==> src/rtl/mux_n_1_rr.sv <==
`default_nettype none
// ============================================================================
//  Module   : mux_n_1_rr
//  Purpose  : N:1 stream multiplexer, round-robin or fixed-select arbitration,
//             single registered output stage with valid/ready handshakes.
//  Revision : 1.0  initial release
// ============================================================================
module mux_n_1_rr #(
    parameter int N = 4,
    parameter int W = 8,
    localparam int SW = $clog2(N)
) (
    input  logic            clk,
    input  logic            rst_n,
    input  logic [N*W-1:0]  y,
    input  logic [N-1:0]    y_valid,
    output logic [N-1:0]    y_ready,
    input  logic            mode,
    input  logic [SW-1:0]   s,
    output logic [W-1:0]    x,
    output logic            x_valid,
    input  logic            x_ready,
    output logic [SW-1:0]   x_ch
);

    logic [W-1:0]  r_x;
    logic [SW-1:0] r_x_ch;
    logic          r_x_valid;
    logic [SW-1:0] r_ptr;

    logic          w_load_en;
    logic          w_has_grant;
    logic [SW-1:0] w_grant;
    logic [W-1:0]  w_data;
    int            w_idx;

    assign w_load_en = !r_x_valid || x_ready;

    always_comb begin
        w_has_grant = 1'b0;
        w_grant     = '0;
        w_idx       = 0;
        if (mode) begin
            // An out-of-range select simply never matches any channel.
            for (int k = 0; k < N; k++) begin
                if (s == SW'(k) && y_valid[k]) begin
                    w_has_grant = 1'b1;
                    w_grant     = SW'(k);
                end
            end
        end else begin
            for (int i = 0; i < N; i++) begin
                w_idx = (int'(r_ptr) + i) % N;
                if (!w_has_grant && y_valid[w_idx]) begin
                    w_has_grant = 1'b1;
                    w_grant     = SW'(w_idx);
                end
            end
        end
    end

    always_comb begin
        w_data = '0;
        for (int k = 0; k < N; k++) begin
            if (w_grant == SW'(k)) begin
                w_data = y[k*W +: W];
            end
        end
    end

    // Gated by rst_n so no channel sees an accept while reset is held.
    always_comb begin
        y_ready = '0;
        if (rst_n && w_load_en && w_has_grant) begin
            y_ready[w_grant] = 1'b1;
        end
    end

    always_ff @(posedge clk or negedge rst_n) begin
        if (!rst_n) begin
            r_x       <= '0;
            r_x_ch    <= '0;
            r_x_valid <= 1'b0;
            r_ptr     <= '0;
        end else if (w_load_en) begin
            r_x_valid <= w_has_grant;
            if (w_has_grant) begin
                r_x    <= w_data;
                r_x_ch <= w_grant;
                if (!mode) begin
                    r_ptr <= (w_grant == SW'(N-1)) ? '0 : w_grant + SW'(1);
                end
            end
        end
    end

    assign x       = r_x;
    assign x_ch    = r_x_ch;
    assign x_valid = r_x_valid;

endmodule
`default_nettype wire

==> config.mk <==
export PLATFORM = sky130hd
export DESIGN_NAME = mux_n_1_rr
export DESIGN_NICKNAME = d
export VERILOG_FILES = /design/src/rtl/mux_n_1_rr.sv
export SDC_FILE = /design/constraint.sdc
export NUM_CORES = 1
export LEC_CHECK = 0
export ABC_AREA = 1
export BUFFER_PORTS_ARGS = -buffer_cell sky130_fd_sc_hd__buf_2
export CORE_MARGIN = 2
export CORE_UTILIZATION = 45
export DETAILED_ROUTE_END_ITERATION = 8
export PLACE_DENSITY = 0.78
export SLEW_MARGIN = 20
export SYNTH_ARGS = -nofsm -noshare
export SYNTH_HDL_FRONTEND = slang
export SYNTH_SLANG_ARGS = --single-unit
==> constraint.sdc <==
create_clock -name clk -period 4.5 [get_ports clk]
set_input_delay 0.9 -clock clk [delete_from_list [all_inputs] [get_ports clk]]
set_output_delay 0.9 -clock clk [all_outputs]
set_load 0.005 [all_outputs]
==> flow_summary.json <==
{
  "grt_pass1_wl_mm": 4.94,
  "fin_util_pct": 60.7,
  "gp_congestion": 0.920,
  "cts_resized": 0,
  "start_util_pct": 48.5,
  "area_delta_synth_final_pct": 25.1,
  "cp_top_family": "simple AND/OR/NAND/NOR gates",
  "ios": 57,
  "p_leak_nw": 0.928,
  "start_kind": "flip-flop",
  "max-cap-violations": 0,
  "worst_pin_slew_ns": 0.492,
  "synth_cell_types": 21,
  "synth_edf_count": 0,
  "route.met2.wl_mm": 1.18,
  "critPathBufInv": 3,
  "cts_tree": "built",
  "crit_chain": "inv_2, nand2_1, nand2_2, nand2_1, nand2_1, nor2_2, nand3_1, nand3_1, nand2_1, nand2_1, ha_1, inv_1, nor2_1, buf_2",
  "die_w_um": 56.1,
  "fin_skew_ns": 0.0105,
  "arrival_ns": 2.70,
  "post-route-min-period_ns": 3.60,
  "worst_ep_required_time_ns": 3.60,
  "synth_flop_cell": "dfrtp_1",
  "worst_path_largest_cell_delay_ns": 0.66,
  "track_usage_pct": 19.0,
  "numCtsBuffers": 3,
  "fin_nets": 307,
  "wl_met3_um": 210,
  "yosysWarnings": 0,
  "post-route-period-util_pct": 79.9,
  "min_path_type": "reg -> reg",
  "detail_route.wirelength_mm": 2.88,
  "outcome": "finished clean",
  "critical_path.max_fanout": 18,
  "ir_worst_vdd_mv": 0.386,
  "portBuffers": 56,
  "criticalPathCategory": "reg -> out",
  "cts_max_level": 1,
  "drive_gt1_share_pct": 30.4,
  "hold_viol": 0,
  "route.vias.total": 1390,
  "vias_per_cell": 4.79,
  "clkTransAtPathRegs_ns": 0.08,
  "async_flop_share_pct": 100,
  "clock_latency_ns": 0.27,
  "endpoint_kind": "output port",
  "ff2ff_setup_slack_ns": 1.38,
  "crit_path_top_delay_cell": "dfrtp_1",
  "overflow": 0,
  "max_freq_ghz": 0.278,
  "timing.slew.headroom_pct": 67.2,
  "wl_per_cell_um": 9.91,
  "dp_hpwl_mm": 2.40,
  "grt_pass1_vias": 1126,
  "synth_fp_nets": 252,
  "cts.sinks": 13,
  "powerDensity_nw_per_um2": 599,
  "antenna_found_initial": 0,
  "num_antenna_cells": 0,
  "finalSetupViolations": 0,
  "synth_seq_area_share_pct": 26.6,
  "top_layer": "met4",
  "postCtsSetupBuffers": 0,
  "ctsRootBufferMaster": "clkbuf_4",
  "syn_avg_cell_area_sq_um": 5.94,
  "ant_nets": 0,
  "ys_seq_elements": 13,
  "die_y_um": 56.1,
  "core-area_sq_um": 2520,
  "cpMostUsedCell": "nand2_1",
  "rsz0062_at_grt": "no",
  "drt_iter0_drc": 46,
  "drc": 0,
  "wl_met1_mm": 1.48,
  "netlist_area_sq_um": 1220,
  "synth_cells": 206,
  "die_area_sq_um": 3150,
  "whs_ns": 0.479,
  "firstDrtPassIters": 4,
  "fp-row-count": 18,
  "slew_violations": 0,
  "grt_start_max_net_pins": 19,
  "clockBufferDepth": 2,
  "holdBufCountCts": 0,
  "setup_tns_ns": 0
}
[state kept, by name, indices dropped and copies added (netlist names)]
| signal | flops |
|---|---|
| x_valid | 1 |
| x_ch | 2 |
| x | 8 |
| r_ptr | 2 |
[layout make-up]
cell class	instances	area (sq um)
multi-input combinational	166	781
clock buffer	4	26.3
timing repair buffer	56	280
tap	30	37.5
inverter	21	80.1
sequential	13	325
fill	265	992
[cell usage in the layout (no fill, tap or decap)]
cell type and n:
nand2_4 1, dfrtp_1 13, inv_1 18, nor2_2 2, nand2_2 10, clkinv_2 1
nor2_4 1, nand2_1 89, o21ai_0 19, buf_2 56, nand3_1 10, nand4_1 1
nand3_2 3, a31oi_1 1, inv_2 2, nor3_1 2, ha_1 4, clkbuf_1 1
nor2_1 12, a21oi_1 10, clkbuf_4 3, and2_1 1
[synthesized netlist by cell type, types with 2 or more instances]
master	count	share of area (%)
a21oi_1	10	4.1
buf_6	2	1.8
clkbuf_1	4	1.2
dfrtp_1	13	27
ha_1	4	4.1
inv_1	18	5.5
inv_2	2	0.61
nand2_1	89	27
nand2_2	10	5.1
nand3_1	10	4.1
nand3_2	3	2.5
nor2_1	12	3.7
nor2_2	2	1.0
nor3_1	2	0.82
o21ai_0	19	7.8
[worst reg2reg max path: stages (launching register included)]
cell and delay (ns):
dfrtp_1 0.66, inv_2 0.16, nand2_1 0.11, nand2_2 0.07, nand2_1 0.08, nand2_1 0.07, nor2_2 0.14, nand3_1 0.11
nand3_1 0.08, nand2_1 0.05, nand2_1 0.12, inv_1 0.08, ha_1 0.29, nor2_1 0.42, nand2_1 0.10, nand2_1 0.07
o21ai_0 0.07, o21ai_0 0.22, nand2_1 0.09, nand2_1 0.07
[per-stage QoR]
stage	total power, mW	instances	cell area (sq um)	setup slack [ns]
finish	0.916	290	1530	0.904
global route	1.04	290	1530	0.653
CTS	0.917	290	1530	0.904
detailed placement	0.844	286	1500	0.920
global placement	0.842	286	1500	0.983
floorplan	0.698	206	1220	1.13
[routing by layer]
layer	track usage (%)	vias to the layer above
met5	0	-
met4	4.08	0
met3	2.09	2
met2	27.1	55
met1	30.3	579
li1	-	754
[power breakdown]
group / internal [mW] / leakage [nW] / total [mW] / switching (mW)
combinational: 0.237 / 0.753 / 0.631 / 0.394
sequential: 0.168 / 0.160 / 0.215 / 0.0466
clock: 0.0343 / 0.0150 / 0.0703 / 0.0360
[cells by family after synthesis]
kind of cell    Yosys count  share of synthesized area [%]
flops                    13                           26.6
buf+inv                  27                           9.61
simple gates            132                           47.3
compound gates           30                           12.4
fa+ha+maj                 4                           4.09
[path summary, 6_finish.rpt]
path                          start    endpoint  cells past startpoint
min in group asynchronous     rst_n     x_ch[0]                      1
max reg2reg                r_ptr[0]        x[1]                     19
max in group asynchronous     rst_n        x[1]                      1
max                        r_ptr[0]  y_ready[3]                     14
min                            x[6]        x[6]                      2
min reg2reg                    x[6]        x[6]                      2
(Power assumes the default switching activity.)
